File: config.mk
export PLATFORM = sky130hd
export DESIGN_NAME = stack_reverse_ctrl
export DESIGN_NICKNAME = d
export VERILOG_FILES = /design/src/rtl/stack_reverse_ctrl.sv
export SDC_FILE = /design/constraint.sdc
export NUM_CORES = 1
export LEC_CHECK = 0
export CAP_MARGIN = 20
export CORE_MARGIN = 3
export CORE_UTILIZATION = 40
export CTS_CLUSTER_SIZE = 30
export DETAILED_ROUTE_END_ITERATION = 8
export DONT_BUFFER_PORTS = 1
export GPL_TIMING_DRIVEN = 0
export PLACE_DENSITY = 0.57
export SLEW_MARGIN = 30
export SYNTH_ARGS = -nofsm -noshare
export SYNTH_HDL_FRONTEND = slang
export SYNTH_SLANG_ARGS = --single-unit
File: constraint.sdc
create_clock -name clk -period 1.55 [get_ports clk]
set_input_delay 0.155 -clock clk [delete_from_list [all_inputs] [get_ports clk]]
set_output_delay 0.155 -clock clk [all_outputs]
set_load 0.01 [all_outputs]
File: src/rtl/stack_reverse_ctrl.sv
// rtl/stack_reverse_ctrl.sv - stream reversal stage driving a push/pop LIFO stack
module stack_reverse_ctrl #(
    parameter int DATA_W = 4,
    parameter int DEPTH  = 8,
    parameter int CNT_W  = 4
) (
    input  logic              clk,
    input  logic              reset,
    input  logic              in_valid,
    output logic              in_ready,
    input  logic [DATA_W-1:0] in_data,
    input  logic              in_last,
    output logic              out_valid,
    input  logic              out_ready,
    output logic [DATA_W-1:0] out_data,
    output logic              out_last,
    output logic              stk_enable,
    output logic              stk_push_pop,
    output logic [DATA_W-1:0] stk_data_in,
    input  logic              stk_full,
    input  logic              stk_empty,
    input  logic [DATA_W-1:0] stk_data_out,
    output logic              seg_done,
    output logic              err
);

    localparam logic [CNT_W-1:0] CNT_FULL = CNT_W'(DEPTH);
    localparam logic [CNT_W-1:0] CNT_ONE  = CNT_W'(1);

    typedef enum logic [0:0] {
        FILL  = 1'b0,
        DRAIN = 1'b1
    } state_t;

    state_t           state;
    state_t           state_next;
    logic [CNT_W-1:0] cnt;
    logic             last_seen;
    logic             ret_chk;   // first FILL cycle after a drain: stack must read empty
    logic             accept;
    logic             pop;
    logic             err_set;

    // State register
    always_ff @(posedge clk or negedge reset) begin
        if (!reset) begin
            state <= FILL;
        end else begin
            state <= state_next;
        end
    end

    // Next state, handshakes, stack strobes and protocol-check conditions
    always_comb begin
        state_next   = state;
        in_ready     = 1'b0;
        out_valid    = 1'b0;
        out_data     = '0;
        out_last     = 1'b0;
        accept       = 1'b0;
        pop          = 1'b0;
        seg_done     = 1'b0;
        stk_enable   = 1'b0;
        stk_push_pop = 1'b0;
        stk_data_in  = '0;
        err_set      = 1'b0;
        case (state)
            FILL: begin
                // gated by reset so every output reads 0 while reset is held
                in_ready = reset && (cnt != CNT_FULL);
                accept   = in_valid && in_ready;
                if (accept) begin
                    stk_enable   = 1'b1;
                    stk_push_pop = 1'b1;
                    stk_data_in  = in_data;
                    // close the segment on in_last or when this push fills the stack
                    if (in_last || (cnt == CNT_FULL - CNT_ONE)) begin
                        state_next = DRAIN;
                    end
                end
                err_set = (stk_full && (cnt < CNT_FULL)) || (ret_chk && !stk_empty);
            end
            DRAIN: begin
                out_valid = (cnt != '0);
                out_data  = stk_data_out;
                out_last  = last_seen && (cnt == CNT_ONE);
                pop       = out_valid && out_ready;
                if (pop) begin
                    stk_enable = 1'b1;
                    if (cnt == CNT_ONE) begin
                        seg_done   = 1'b1;
                        state_next = FILL;
                    end
                end
                err_set = stk_empty && (cnt != '0);
            end
            default: state_next = FILL;
        endcase
    end

    // Occupancy counter, frame-end tracking and sticky error flag
    always_ff @(posedge clk or negedge reset) begin
        if (!reset) begin
            cnt       <= '0;
            last_seen <= 1'b0;
            ret_chk   <= 1'b0;
            err       <= 1'b0;
        end else begin
            ret_chk <= seg_done;
            if (err_set) begin
                err <= 1'b1;
            end
            if (accept) begin
                cnt <= cnt + CNT_ONE;
                if (in_last) begin
                    last_seen <= 1'b1;
                end
            end else if (pop) begin
                cnt <= cnt - CNT_ONE;
                if (cnt == CNT_ONE) begin
                    last_seen <= 1'b0;
                end
            end
        end
    end

endmodule
==> impl_metrics.yaml <==
outcome:
  result_of_the_run: "complete, but fails checks"
  violations: "setup timing"
grt:
  antenna_found_initial: 0
  grt_max_degree: 11
  via_count_of_the_first_global_routing_pass: 521
  grt_first_pass_wirelength_um: 2380
  global_router_s_overall_resource_usage_pct: 16.72
  grt.overflow.total: 0
clocking:
  clock_insertion_delay_worst_skew_ps: 260
  cts.sinks: 8
  clock_tree.root_cell: "clkbuf_4"
  cts_htree_levels: 1
  clockBufferDepth: 2
  tritoncts: "yes"
  clk_transition_reported_paths_ps: 60
  tritoncts.num_buffers: 3
floorplanning:
  chipHeight_um: 45.39
  floorplan.die_area_um2: 2060
  initial_core_util_pct: 44.89
  fp.coreArea_um2: 1383
  num_rows: 13
  die-width_um: 45.39
  ios: 30
timing:
  timing_worst_slew_pin_value_ps: 421.8
  timing.hold.ws_ps: 23.87
  finalWorstPathRequiredPeriod_ps: 1594
  post-route-period-util_pct: 102.8
  fin_skew_ps: 0.8440
  setup_viol_count_final: 1
  grt_setup_unrepaired: "true"
  timing.final.max_slew_violations: 0
  postLayoutSetupSlackWorst_ps: -43.98
  hold_violations: 0
  slew_headroom_pct: 71.79
  fmax_ghz: 0.6274
yosys:
  synth_async_sr_flop_share_pct: 100.0
  synth-warning-count: 0
  synthesis.nets: 86
  number_of_enable_type_register_cells_in_the_synthesized_netlist: 0
  postSynthCellCount: 68
  ys.flop_type: "dfrtp_1"
  postSynthAreaPerCell_um2: 9.126
  ys_types: 37
  number_of_flip_flops_and_latches_in_the_synthesized_netlist: 8
  ys_seq_area_share_pct: 32.26
  top_cell_type_s_share_of_synthesized_area_pct: 32.26
  syn-cell-area_um2: 620.6
  synth_area_leaders: "dfrtp_1 (32%), and3_1 (7.1%), ha_1 (6.0%), and4_1 (4.2%), and2_1 (4.0%)"
  synthDominantAreaCellType: "dfrtp_1"
final_layout:
  diodes: 0
  final-instance-count-excl-fill: 91
  final_core_utilization_pct: 56.02
  n_fill_cell: 136
  ff_latch_area_um2: 200.2
  layout-drive-gt1-share_pct: 39.47
  footprint_of_the_multi_input_gates_um2: 455.4
  final_net_count: 96
  area.growth.synth_to_final_pct: 24.80
pwr:
  total_switching_power_w: 0.0006104
  gate_power_share_pct: 64.4
  leakagePower_nw: 0.3193
  netSwitchingFraction_pct: 42.24
  power.density_cell_area_nw_per_um2: 1866
  int_power_w: 0.0008348
  sequentialPowerShare_pct: 24.2
  vdd_ir_drop_max_uv: 894.2
  p_clk_share_pct: 11.4
routing:
  dr.first_iter.drc_count: 5
  routed-via-count: 553
  wire_per_inst_um: 17.33
  first_pass_iters: 4
  via_per_inst: 6.077
  antenna_violating_nets_left: 0
  drt_drc_violations_left: 0
  route.final.wire_length_um: 1577
placed_design:
  place_worst_setup_slack_ps: -94.23
  detailed_place_hpwl_um: 1104
  gp_congestion: 0.7303
  placement.io_buffers: 0
  placed_cells_incl_taps: 83
worst_setup_path:
  worst-endpoint-required_ps: 1390
  r2r-start: "cnt[0]$_DFFE_PN0P_"
  cp_slowest_stage_delay_ps: 390
  worst-endpoint-arrival_ps: 1440
  critical-path-slowest-cell: "dfrtp_1"
  slack_of_the_worst_reg_to_reg_path_ps: 10
  critical_path.max_fanout: 7
  reg2reg_depth: 5
  timing_worst_setup_path_type: "register to output pin"
  crit_chain: "inv_2, ha_4, or3b_4, and2_4"
  worst_setup_path_endpoint: "out_valid"
  r2r-end: "err$_DFFE_PN0P_"
  setup.worst_path.start: "cnt[0]$_DFFE_PN0P_"
  timing.critical_path.to_type: "output pin"
  worst_setup_path_start_kind: "register"
hold_path:
  worstHoldPathType: "input port to register"
flow_run:
  cap_violations: 0
[critical path: cells and delay by family, from the launching register on]
family | cells | cell delay (ps)
fa+ha+maj | 1 | 160
simple gates | 2 | 550
buf+inv | 1 | 80
flops | 1 | 390
[synthesized netlist by cell type (3+ instances only)]
cell type and instances:
and2_1 4, and3_1 7, and4_1 3, dfrtp_1 8
ha_1 3, nor2_1 3
[layout make-up]
cell class | count | share of cell area, %
buffer | 3 | 2.908
clock buffer | 3 | 2.908
inverter | 2 | 0.9693
multi-input combinational | 54 | 58.80
sequential | 8 | 25.85
tap | 15 | 2.423
timing repair buffer | 6 | 6.139
[power by group through the flow]
| stage | clock [W] | combinational, W | sequential (W) |
|---|---|---|---|
| CTS | 0.000176 | 0.000832 | 0.000346 |
| global placement | 0 | 0.000722 | 0.000370 |
| floorplan | 0 | 0.000612 | 0.000350 |
| finish | 0.000165 | 0.000931 | 0.000349 |
| global route | 0.000188 | 0.00103 | 0.000361 |
| detailed placement | 0 | 0.000729 | 0.000372 |
[flip-flops by register name, indices dropped and copies added, names as in the netlist]
register   cells
state          1
err            1
last_seen      1
cnt            4
ret_chk        1
[cells by family (layout without fill, tap and decap cells)]
logic type,after synthesis,after routing,share of synthesized area [%]
AO/OA/AOI/OAI,12,12,14.52
adder cells (fa/ha/maj),3,3,6.049
XOR/XNOR,1,1,1.412
buffers and inverters,6,14,4.436
flip-flops,8,8,32.26
multiplexers,1,1,1.814
AND/OR/NAND/NOR,37,37,39.52
[stage by stage]
step                TNS, ps  total power, W  cell area [um^2]
global route         -196.8        0.001579             774.5
finish               -43.98        0.001445             774.5
detailed placement   -94.23        0.001102             651.9
global placement     -93.11        0.001092             651.9
floorplan                 0       0.0009622             633.1
CTS                  -73.58        0.001355             711.9
[routing by layer]
metal / vias up / track usage [%] / wire length, um
li1: 266 / - / -
met4: 0 / 5.263 / 14
met5: - / 0 / 0
met1: 269 / 21.50 / 659
met2: 14 / 24.23 / 794
met3: 4 / 8.300 / 109
[worst min-delay path by stage]
| stage | from | endpoint | slack [ps] | cells past startpoint |
|---|---|---|---|---|
| final | stk_empty | err$_DFFE_PN0P_ | 20 | 1 |
| after global routing | stk_empty | err$_DFFE_PN0P_ | 20 | 1 |
| after CTS | stk_empty | err$_DFFE_PN0P_ | 10 | 1 |
| after detailed placement | reset | cnt[3]$_DFFE_PN0P_ | -140 | 0 |
| after global placement | reset | cnt[2]$_DFFE_PN0P_ | -140 | 0 |
| after floorplan | reset | cnt[0]$_DFFE_PN0P_ | -140 | 0 |
[what timing repair did]
| action | CTS | global route |
|---|---|---|
| pin swaps | 1 | 6 |
| hold buffers | 1 | 0 |
| buffers inserted | 3 | 2 |
| resized for setup | 3 | 15 |
| hold endpoints to repair | 8 | 0 |
| endpoints found under the setup margin | 10 | 11 |
[layout by cell type, fill, tap and decap left out, types with 2 or more instances in the layout]
master    instances
and3_4            4
and2_1            4
clkbuf_4          4
nor3_1            2
a21oi_1           2
nor2_2            2
a211oi_1          2
dfrtp_1           8
nand2_1           2
inv_2             2
and3b_2           2
and4_1            2
nand3_1           2
nand3b_1          2
ha_1              2
nand2b_1          2
buf_4             7
and3_1            3
Power figures use the tool's default switching activity.
